## config.mk

```make
export PLATFORM = sky130hd
export DESIGN_NAME = branch_resolve_unit
export DESIGN_NICKNAME = d
export VERILOG_FILES = /design/src/rtl/bru_pkg.sv /design/src/rtl/bru_pred_fifo.sv /design/src/rtl/branch_resolve_unit.sv
export SDC_FILE = /design/constraint.sdc
export NUM_CORES = 2
export LEC_CHECK = 0
export CORE_ASPECT_RATIO = 0.75
export CORE_UTILIZATION = 56
export CTS_CLUSTER_SIZE = 30
export DETAILED_ROUTE_END_ITERATION = 6
export GPL_TIMING_DRIVEN = 0
export PLACE_DENSITY = 0.81
export REMOVE_ABC_BUFFERS = 1
export SETUP_SLACK_MARGIN = 0.3
export SLEW_MARGIN = 20
export SYNTH_ARGS = -nofsm -noshare
export SYNTH_HDL_FRONTEND = slang
export SYNTH_SLANG_ARGS = --single-unit
```

## constraint.sdc

```tcl
create_clock -name i_clk -period 4.5 [get_ports i_clk]
set_clock_uncertainty 0.2 [all_clocks]
set_input_delay 0.9 -clock i_clk [delete_from_list [all_inputs] [get_ports i_clk]]
set_output_delay 0.9 -clock i_clk [all_outputs]
set_load 0.05 [all_outputs]
```

## src/rtl/bru_pkg.sv

```systemverilog
// -----------------------------------------------------------------------------
// bru_pkg
// Shared types and constants for the branch resolve unit.
//   bru_pred_rec_t : one prediction record per fetched instruction
//   bru_state_t    : resolve FSM states (RUN, REDIRECT)
//   INSTR_BYTES    : fall-through PC increment
// Address fields are held at the maximum supported width; the top level
// truncates them to its ADDR_WIDTH.
// -----------------------------------------------------------------------------
package bru_pkg;

    localparam int unsigned BRU_MAX_ADDR_WIDTH = 64;
    localparam int unsigned INSTR_BYTES        = 4;

    typedef struct packed {
        logic [BRU_MAX_ADDR_WIDTH-1:0] pc;
        logic                          pred_taken;
        logic [BRU_MAX_ADDR_WIDTH-1:0] pred_target;
        logic [1:0]                    way;
    } bru_pred_rec_t;

    typedef enum logic {
        RUN      = 1'b0,
        REDIRECT = 1'b1
    } bru_state_t;

endpackage

```

## src/rtl/bru_pred_fifo.sv

```systemverilog
// -----------------------------------------------------------------------------
// bru_pred_fifo
// Synchronous in-order FIFO of prediction records.
//   i_clk, i_arst : clock, synchronous active-high reset
//   i_clear       : empty the queue this cycle (overrides push and pop)
//   i_push/i_wdata: enqueue; accepted when not full or when a pop is
//                   accepted in the same cycle
//   i_pop/o_rdata : dequeue; o_rdata is the current head (combinational)
//   o_full, o_empty, o_count : occupancy
// -----------------------------------------------------------------------------
module bru_pred_fifo
    import bru_pkg::*;
#(
    parameter int unsigned DEPTH = 4
) (
    input  logic                     i_clk,
    input  logic                     i_arst,
    input  logic                     i_clear,
    input  logic                     i_push,
    input  bru_pred_rec_t            i_wdata,
    input  logic                     i_pop,
    output bru_pred_rec_t            o_rdata,
    output logic                     o_full,
    output logic                     o_empty,
    output logic [$clog2(DEPTH):0]   o_count
);

    localparam int unsigned PTR_W = $clog2(DEPTH);
    localparam int unsigned CNT_W = PTR_W + 1;

    bru_pred_rec_t    mem_q [DEPTH];
    bru_pred_rec_t    mem_d [DEPTH];
    logic [PTR_W-1:0] wr_ptr_q, wr_ptr_d;
    logic [PTR_W-1:0] rd_ptr_q, rd_ptr_d;
    logic [CNT_W-1:0] count_q, count_d;

    logic pop_ok;
    logic push_ok;

    assign o_full  = (count_q == CNT_W'(DEPTH));
    assign o_empty = (count_q == '0);
    assign o_count = count_q;
    assign o_rdata = mem_q[rd_ptr_q];

    assign pop_ok  = i_pop & ~o_empty;
    assign push_ok = i_push & (~o_full | pop_ok);

    always_comb begin
        mem_d    = mem_q;
        wr_ptr_d = wr_ptr_q;
        rd_ptr_d = rd_ptr_q;
        count_d  = count_q;
        if (i_clear) begin
            wr_ptr_d = '0;
            rd_ptr_d = '0;
            count_d  = '0;
        end else begin
            if (push_ok) begin
                mem_d[wr_ptr_q] = i_wdata;
                wr_ptr_d        = wr_ptr_q + PTR_W'(1);
            end
            if (pop_ok) begin
                rd_ptr_d = rd_ptr_q + PTR_W'(1);
            end
            case ({push_ok, pop_ok})
                2'b10:   count_d = count_q + CNT_W'(1);
                2'b01:   count_d = count_q - CNT_W'(1);
                default: count_d = count_q;
            endcase
        end
    end

    always_ff @(posedge i_clk) begin
        if (i_arst) begin
            for (int unsigned i = 0; i < DEPTH; i++) begin
                mem_q[i] <= '0;
            end
            wr_ptr_q <= '0;
            rd_ptr_q <= '0;
            count_q  <= '0;
        end else begin
            mem_q    <= mem_d;
            wr_ptr_q <= wr_ptr_d;
            rd_ptr_q <= rd_ptr_d;
            count_q  <= count_d;
        end
    end

endmodule

```

## src/rtl/branch_resolve_unit.sv

```systemverilog
// -----------------------------------------------------------------------------
// branch_resolve_unit
// Execute-side branch resolution. Holds one prediction record per fetched
// instruction, compares the queue head against the actual outcome when an
// instruction leaves execute, and issues a registered redirect to fetch and a
// registered training update to the predictor.
//   Fetch side : i_fetch_valid, i_stall_fetch, i_pred_taken, i_pred_way,
//                i_pred_pc, i_pred_target, o_full
//   Exec side  : i_exec_valid, i_exec_branch, i_exec_taken, i_exec_target
//   Control    : i_clk, i_arst (sync, active-high), i_flush
//   Redirect   : o_redirect, o_redirect_pc
//   Training   : o_bp_update, o_bp_taken, o_bp_way, o_bp_pc, o_bp_target
//   Status     : o_overflow, o_underflow (sticky until reset)
//   Optional   : o_branch_cnt, o_mispred_cnt when BRU_PERF_CNT_EN is defined
// -----------------------------------------------------------------------------
module branch_resolve_unit
    import bru_pkg::*;
#(
    parameter int unsigned ADDR_WIDTH = 64,
    parameter int unsigned DEPTH      = 4,
    parameter int unsigned CNT_WIDTH  = 32
) (
    input  logic                  i_clk,
    input  logic                  i_arst,
    input  logic                  i_fetch_valid,
    input  logic                  i_stall_fetch,
    input  logic                  i_pred_taken,
    input  logic [1:0]            i_pred_way,
    input  logic [ADDR_WIDTH-1:0] i_pred_pc,
    input  logic [ADDR_WIDTH-1:0] i_pred_target,
    input  logic                  i_exec_valid,
    input  logic                  i_exec_branch,
    input  logic                  i_exec_taken,
    input  logic [ADDR_WIDTH-1:0] i_exec_target,
    input  logic                  i_flush,
    output logic                  o_full,
    output logic                  o_redirect,
    output logic [ADDR_WIDTH-1:0] o_redirect_pc,
    output logic                  o_bp_update,
    output logic                  o_bp_taken,
    output logic [1:0]            o_bp_way,
    output logic [ADDR_WIDTH-1:0] o_bp_pc,
    output logic [ADDR_WIDTH-1:0] o_bp_target,
    output logic                  o_overflow,
`ifdef BRU_PERF_CNT_EN
    output logic                  o_underflow,
    output logic [CNT_WIDTH-1:0]  o_branch_cnt,
    output logic [CNT_WIDTH-1:0]  o_mispred_cnt
`else
    output logic                  o_underflow
`endif
);

    bru_state_t state_q, state_d;

    bru_pred_rec_t         push_rec;
    bru_pred_rec_t         head;
    logic                  fifo_full;
    logic                  fifo_empty;
    logic [$clog2(DEPTH):0] fifo_count;
    logic                  fifo_clear;

    logic                  push_req, pop_req;
    logic                  do_push, do_pop;
    logic                  mispred;
    logic [ADDR_WIDTH-1:0] head_pc, head_target, fix_pc;

    logic                  redirect_q, redirect_d;
    logic [ADDR_WIDTH-1:0] redirect_pc_q, redirect_pc_d;
    logic                  bp_update_q, bp_update_d;
    logic                  bp_taken_q, bp_taken_d;
    logic [1:0]            bp_way_q, bp_way_d;
    logic [ADDR_WIDTH-1:0] bp_pc_q, bp_pc_d;
    logic [ADDR_WIDTH-1:0] bp_target_q, bp_target_d;
    logic                  overflow_q, overflow_d;
    logic                  underflow_q, underflow_d;

    // Requests only count in RUN; during REDIRECT everything is wrong-path.
    assign push_req = i_fetch_valid & ~i_stall_fetch & (state_q == RUN);
    assign pop_req  = i_exec_valid & (state_q == RUN);
    assign do_pop   = pop_req & ~fifo_empty;
    assign do_push  = push_req & (~fifo_full | do_pop);

    assign fifo_clear = i_flush | (state_q == REDIRECT);

    always_comb begin
        push_rec             = '0;
        push_rec.pc          = BRU_MAX_ADDR_WIDTH'(i_pred_pc);
        push_rec.pred_taken  = i_pred_taken;
        push_rec.pred_target = BRU_MAX_ADDR_WIDTH'(i_pred_target);
        push_rec.way         = i_pred_way;
    end

    bru_pred_fifo #(
        .DEPTH (DEPTH)
    ) u_fifo (
        .i_clk   (i_clk),
        .i_arst  (i_arst),
        .i_clear (fifo_clear),
        .i_push  (push_req),
        .i_wdata (push_rec),
        .i_pop   (pop_req),
        .o_rdata (head),
        .o_full  (fifo_full),
        .o_empty (fifo_empty),
        .o_count (fifo_count)
    );

    assign o_full = fifo_full;

    assign head_pc     = head.pc[ADDR_WIDTH-1:0];
    assign head_target = head.pred_target[ADDR_WIDTH-1:0];

    always_comb begin
        mispred = 1'b0;
        if (do_pop) begin
            if (i_exec_branch) begin
                mispred = (head.pred_taken != i_exec_taken) |
                          (head.pred_taken & i_exec_taken &
                           (head_target != i_exec_target));
            end else begin
                // Non-branch predicted taken: BTB aliased onto this PC.
                mispred = head.pred_taken;
            end
        end
    end

    assign fix_pc = (i_exec_taken & i_exec_branch) ? i_exec_target
                  : head_pc + ADDR_WIDTH'(INSTR_BYTES);

    // The redirect pulse is its own register rather than decoded from the
    // state, so a mispredict coincident with i_flush still redirects while
    // the flush forces the FSM to stay in RUN.
    always_comb begin
        state_d       = state_q;
        redirect_d    = mispred;
        redirect_pc_d = redirect_pc_q;
        bp_update_d   = do_pop & i_exec_branch;
        bp_taken_d    = bp_taken_q;
        bp_way_d      = bp_way_q;
        bp_pc_d       = bp_pc_q;
        bp_target_d   = bp_target_q;
        overflow_d    = overflow_q | (push_req & fifo_full & ~do_pop);
        underflow_d   = underflow_q | (pop_req & fifo_empty);

        case (state_q)
            RUN:      state_d = mispred ? REDIRECT : RUN;
            REDIRECT: state_d = RUN;
            default:  state_d = RUN;
        endcase
        if (i_flush) begin
            state_d = RUN;
        end

        if (mispred) begin
            redirect_pc_d = fix_pc;
        end
        if (do_pop & i_exec_branch) begin
            bp_taken_d  = i_exec_taken;
            bp_way_d    = head.way;
            bp_pc_d     = head_pc;
            bp_target_d = i_exec_target;
        end
    end

    always_ff @(posedge i_clk) begin
        if (i_arst) begin
            state_q       <= RUN;
            redirect_q    <= 1'b0;
            redirect_pc_q <= '0;
            bp_update_q   <= 1'b0;
            bp_taken_q    <= 1'b0;
            bp_way_q      <= '0;
            bp_pc_q       <= '0;
            bp_target_q   <= '0;
            overflow_q    <= 1'b0;
            underflow_q   <= 1'b0;
        end else begin
            state_q       <= state_d;
            redirect_q    <= redirect_d;
            redirect_pc_q <= redirect_pc_d;
            bp_update_q   <= bp_update_d;
            bp_taken_q    <= bp_taken_d;
            bp_way_q      <= bp_way_d;
            bp_pc_q       <= bp_pc_d;
            bp_target_q   <= bp_target_d;
            overflow_q    <= overflow_d;
            underflow_q   <= underflow_d;
        end
    end

    assign o_redirect    = redirect_q;
    assign o_redirect_pc = redirect_pc_q;
    assign o_bp_update   = bp_update_q;
    assign o_bp_taken    = bp_taken_q;
    assign o_bp_way      = bp_way_q;
    assign o_bp_pc       = bp_pc_q;
    assign o_bp_target   = bp_target_q;
    assign o_overflow    = overflow_q;
    assign o_underflow   = underflow_q;

`ifdef BRU_PERF_CNT_EN
    logic [CNT_WIDTH-1:0] branch_cnt_q, branch_cnt_d;
    logic [CNT_WIDTH-1:0] mispred_cnt_q, mispred_cnt_d;

    always_comb begin
        branch_cnt_d  = branch_cnt_q;
        mispred_cnt_d = mispred_cnt_q;
        if (do_pop & i_exec_branch) begin
            branch_cnt_d = branch_cnt_q + CNT_WIDTH'(1);
        end
        if (mispred) begin
            mispred_cnt_d = mispred_cnt_q + CNT_WIDTH'(1);
        end
    end

    always_ff @(posedge i_clk) begin
        if (i_arst) begin
            branch_cnt_q  <= '0;
            mispred_cnt_q <= '0;
        end else begin
            branch_cnt_q  <= branch_cnt_d;
            mispred_cnt_q <= mispred_cnt_d;
        end
    end

    assign o_branch_cnt  = branch_cnt_q;
    assign o_mispred_cnt = mispred_cnt_q;
`endif

    // Occupancy is only consumed through o_full at this level.
    logic unused_ok;
    assign unused_ok = ^fifo_count;

endmodule

```

# ---- Word-level counts from Yosys, hierarchy flattened
# Index checks and enable logic that the tools add are counted.
dict set report totals {
  register_bits 731
  latch_bits 0
  mem_bits_rw 0
  rom_bits 0
  inputBits 203
  output_inout_bits 200
  n_memories 0
}
dict set report op_classes {
  add_sub_neg 5
  n_mul 0
  div 0
  order_cmp 3
  eq_ne 5
  shift 0
  mux 12
  bitwise_logic 25
  n_reduce_logical 6
}
# op n
set ops {}
lappend ops {{bitwise mux 524 bit} 1}
lappend ops {{two-way mux 131 bit} 3}
lappend ops {{binary-select mux 131 bit (select 2 bit)} 1}
lappend ops {{demux 131 bit (select 2 bit)} 1}
lappend ops {{adder 64 x 3 -> 64 bit (second input constant)} 1}
lappend ops {{two-way mux 64 bit} 1}
lappend ops {{!= test 64 bit} 1}
lappend ops {{bitwise AND 1 bit} 12}
lappend ops {{greater-or-equal comparator 3 bit (second input constant)} 2}
lappend ops {{inverter 1 bit} 6}
lappend ops {{inverter 2 -> 3 bit} 2}
lappend ops {{one-hot mux 3 bit (2 select lines)} 1}
lappend ops {{OR 1 bit} 5}
lappend ops {{adder 2 x 1 -> 2 bit (second input constant)} 2}
lappend ops {{OR reduction 2 bit} 2}
lappend ops {{adder 3 x 1 -> 3 bit (second input constant)} 1}
lappend ops {{== test 3 bit (second input constant)} 1}
lappend ops {{zero test 3 bit} 1}
lappend ops {{less-than comparator 3 x 1 -> 1 bit (second input constant)} 1}
lappend ops {{two-way mux 1 bit} 3}
lappend ops {{subtractor 3 x 1 -> 3 bit (second input constant)} 1}
lappend ops {{== test 2 x 1 -> 1 bit (second input constant)} 1}
lappend ops {{== test 2 bit (second input constant)} 1}
lappend ops {{one-hot mux 1 bit (2 select lines)} 1}
lappend ops {{4 further kinds} 4}

# ---- Longest topological paths before layout
dict set report depth {
  word_depth 11
  ltp_mapped 16
  depth_no_buf 11
}

# ---- Modules after synthesis
# A second synthesis with hierarchy kept.
dict set report unflattened {
  cells_unflattened 3274
  area_unflattened_um2 33473.4
}
# mod n_inst cells_each area_each_um2 seq_area_each_um2
set by_module_without_submodules {}
lappend by_module_without_submodules {bru_pred_fifo 1 2050 23989.3 10630.2}
lappend by_module_without_submodules {branch_resolve_unit 1 1224 9484.1 4003.8}

# ---- Least setup slack after synthesis
# OpenSTA, ideal clock, no wires.
dict set report synth_path {
  path_type {flip-flop to flip-flop}
  from {reg u_fifo.rd_ptr_q[0]}
  to {reg redirect_pc_q[5] (netlist: o_redirect_pc[5])}
  arrival_time_ns 3.649
  t_required_ns 4.230
  path_slack_ns 0.581
  path_stages_with_launch 17
  period_less_slack_ns 3.919
  path_cell_list {dfxtp_1 > buf_6 > buf_6 > buf_8 > buf_6 > buf_2 > mux4_2 > ha_1 > nand2b_1 > nor4_1 > nand4_1 > nor4_1 > buf_2 > buf_2 > buf_2 > o21ai_0 > a21oi_1}
}
dict set report synth_between {
  elab_chain_len 9
}
# item line_no
set synth_rtl {}
lappend synth_rtl {{start: declaration} bru_pred_fifo.sv:34} ;# logic [PTR_W-1:0] rd_ptr_q, rd_ptr_d;
lappend synth_rtl {{start signal: assignment} bru_pred_fifo.sv:84} ;# rd_ptr_q <= rd_ptr_d;
lappend synth_rtl {{inverter 2 -> 3 bit (not written as such) (*)} bru_pred_fifo.sv:43} ;# assign o_rdata = mem_q[rd_ptr_q];
lappend synth_rtl {{binary-select mux 131 bit (select 2 bit) (*)} bru_pred_fifo.sv:43}
lappend synth_rtl {{two-way mux 131 bit (not written as such) (*) (2 in a row)} bru_pred_fifo.sv:43}
lappend synth_rtl {{branches (longest 5 deep; another with adder 64 x 3 -> 64 bit)} -}
lappend synth_rtl {{end signal: assignment} branch_resolve_unit.sv:181} ;# redirect_pc_q <= redirect_pc_d;
lappend synth_rtl {{end: declaration} branch_resolve_unit.sv:69} ;# logic [ADDR_WIDTH-1:0] redirect_pc_q, redirect_pc_d;
# Mark *: on every way between the ends. The select of a mux whose other input is x is not followed.
# A chain may end at the register's enable or synchronous reset.

# ---- Worst setup path after layout
dict set report layout_path {
  from {reg u_fifo.rd_ptr_q[0]}
  to {reg redirect_pc_q[7] (netlist: o_redirect_pc[7])}
}
# The elaborated chain is that of the path after synthesis.

==> results.json <==
{
  "layout_min_cycle_time_ns": 4.15,
  "power.density_nw_per_um2": 348,
  "cts_tree": "done",
  "utilization_pct": 71.2,
  "synth_top_area_share_pct": 46.7,
  "period_share_pct": 92.1,
  "setup_slack_ns": 0.355,
  "ys_seq_area_share_pct": 46.7,
  "clk-insertion-delay-late_ns": 0.62,
  "maxSlewViolCount": 0,
  "routabilityCongestion": 0.809,
  "status": "completed",
  "io_pins": 403,
  "final_net_count": 4258,
  "viasPerCell": 6.02,
  "synthTopCellsByArea": "dfxtp_1, nand2_1, a21oi_1",
  "core_um2": 54900,
  "die_w_um": 275,
  "peakVddDrop_v": 0.000271,
  "rrSetupSlack_ns": 0.35,
  "rsz0062_at_grt": "yes",
  "hold_start": "o_bp_target[20]",
  "drive_above_1_share_pct": 9.06,
  "crit_fanout": 12,
  "chipHeight_um": 207,
  "final_cells": 4837,
  "dp_cells": 4669,
  "max_freq_mhz": 241,
  "cts_num_sinks": 731,
  "antenna_found_initial": 11,
  "hold_end": "o_bp_target[20]",
  "finalWirelength_mm": 104,
  "syn_avg_cell_area_um2": 8.26,
  "synth_warnings": 0,
  "synth_edf_count": 0,
  "yosys_register_bits": 731,
  "start_util_pct": 57.1,
  "crit-reg2reg-capture": "o_redirect_pc[7]",
  "drt-initial-drc-count": 3412,
  "critical_path_class": "flip-flop to flip-flop",
  "grt_pass1_wl_mm": 156,
  "cp.required_ns": 4.80,
  "portBuffers": 402,
  "min_path_cells": 2,
  "timing_worst_slew_pin_value_ns": 1.04,
  "r2r_cells": 16,
  "grt_max_degree": 116,
  "dp_hpwl_mm": 66.1,
  "num_vias": 29100,
  "post-place-ws_ns": -0.706,
  "leakage_uw": 0.0127,
  "dr.pass1.iters": 6,
  "min_path_type": "flip-flop to flip-flop",
  "path_clk_slew_ns": 0.07,
  "final_cell_mix": "nand2_1, dfxtp_1, a21oi_1",
  "wl_per_cell_um": 21.5,
  "drc": 0,
  "syn-cell-area_um2": 31400,
  "ys.flop_type": "dfxtp_1",
  "syn_to_final_growth_pct": 24.7,
  "die_area_um2": 56900,
  "synth_cell_types": 61,
  "setup_viol": 0,
  "finalHoldViolCount": 0,
  "rr_startpoint": "u_fifo.rd_ptr_q[0]",
  "cap_violations": 0,
  "cts_hold_buf": 0,
  "layout_commonest_cell": "nand2_1",
  "cts_root_buf": "clkbuf_16",
  "crit_path_end_kind": "flip-flop",
  "grt_pass1_vias": 27600,
  "cts_inserted_buffers": 71,
  "num_rows": 74,
  "crit_path_start_kind": "flip-flop",
  "overflow": 0,
  "async_flop_share_pct": 0,
  "final_antenna_net_count": 0,
  "grtUsageTotal_pct": 35.3,
  "clockBufferDepth": 3,
  "synth_cells": 3795,
  "cts_max_level": 3,
  "max_slew_margin_pct": 30.1,
  "yosys.area.top_type": "dfxtp_1",
  "crit_arrival_ns": 4.44
}
power breakdown:
group / switching, µW / internal (µW) / leakage [µW]
clock: 2610 / 3460 / 0.00116
combinational: 591 / 396 / 0.00564
sequential: 32.2 / 6530 / 0.00590
worst max path at each step:
stage	slack (ns)	cells past startpoint	endpoint	from
after floorplan	-10.92	8	o_redirect_pc[7]	u_fifo.rd_ptr_q[0]
after global routing	0.29	16	o_redirect_pc[7]	u_fifo.rd_ptr_q[0]
after global placement	-27.32	8	o_redirect_pc[7]	u_fifo.rd_ptr_q[0]
final	0.35	16	o_redirect_pc[7]	u_fifo.rd_ptr_q[0]
after detailed placement	-0.71	14	o_redirect_pc[7]	u_fifo.rd_ptr_q[0]
after CTS	0.26	16	o_redirect_pc[7]	u_fifo.rd_ptr_q[0]
through the flow:
step	hold slack, ns	setup TNS [ns]	power (µW)	area (µm²)
2_1_floorplan	0.225	-1045.84	7070	30000
6_report	0.252	0	13600	39100
3_3_place_gp	0.239	-	7680	35000
5_1_grt	0.263	0	14000	39100
3_5_place_dp	0.244	-14.83	7650	36200
4_1_cts	0.252	0	13600	38800
Yosys cell counts, types with 13 or more instances:
cell	n
nand2_1	1365
dfxtp_1	731
a21oi_1	715
clkbuf_1	263
mux4_2	130
nor2_1	98
xnor2_1	74
o21ai_0	65
xor2_1	42
nand4_1	27
buf_2	24
or3_1	23
nor3_1	21
mux2i_1	19
nand3_1	19
or4_1	18
nand2b_1	16
a2111o_1	13
metal layers:
metal  share of wire [%]  track usage [%]  wire, µm
met1                  40             46.2     41300
met2                  46             56.5     48200
met5               0.055                0        57
met4                 3.3             13.9      3450
met3                  11             8.33     11100
area by class of cell:
class                      instances  area (µm²)
fill                            4139       15800
clock inverter                    23         214
inverter                          11        41.3
sequential                       731       14600
tap                              722         903
clock buffer                     108        2130
multi-input combinational       2748       15600
antenna                           10        25.0
timing repair buffer             484        5580
logic make-up after synthesis:
logic type,count (synthesis),share of synthesized area (%)
compound gates,816,13.5
mux,152,10.1
buf+inv,316,4.35
xor+xnor,116,3.24
fa+ha+maj,8,0.343
flops,731,46.7
simple gates,1656,21.8
timing repair:
item | 4_1_cts | 5_1_grt
gates cloned | 3 | 2
setup buffers | 6 | 16
resized for setup | 15 | 10
pin swaps | 7 | 9
setup endpoints to repair | 65 | 24
endpoints found under the hold margin | 0 | 0
state kept, by name, indices dropped and copies added, names as in the netlist:
name	cells
o_underflow	1
o_bp_pc	64
o_bp_update	1
o_redirect_pc	64
u_fifo.o_count	3
o_redirect	1
o_bp_target	64
state_q	1
o_bp_way	2
u_fifo.rd_ptr_q	2
u_fifo.wr_ptr_q	2
u_fifo.mem_q	524
o_bp_taken	1
o_overflow	1
critical path, cell delays in order, from the launching register on:
cell,delay [ns]
dfxtp_4,0.39
buf_12,0.15
buf_16,0.15
buf_12,0.13
mux4_2,0.54
xnor2_1,0.15
nand4_1,0.33
nor4_4,0.42
nand2_1,0.15
nor4_4,0.17
buf_4,0.18
buf_6,0.14
buf_6,0.15
buf_4,0.15
nor2_4,0.10
buf_16,0.19
mux2_2,0.28
(Power assumes the default switching activity.)
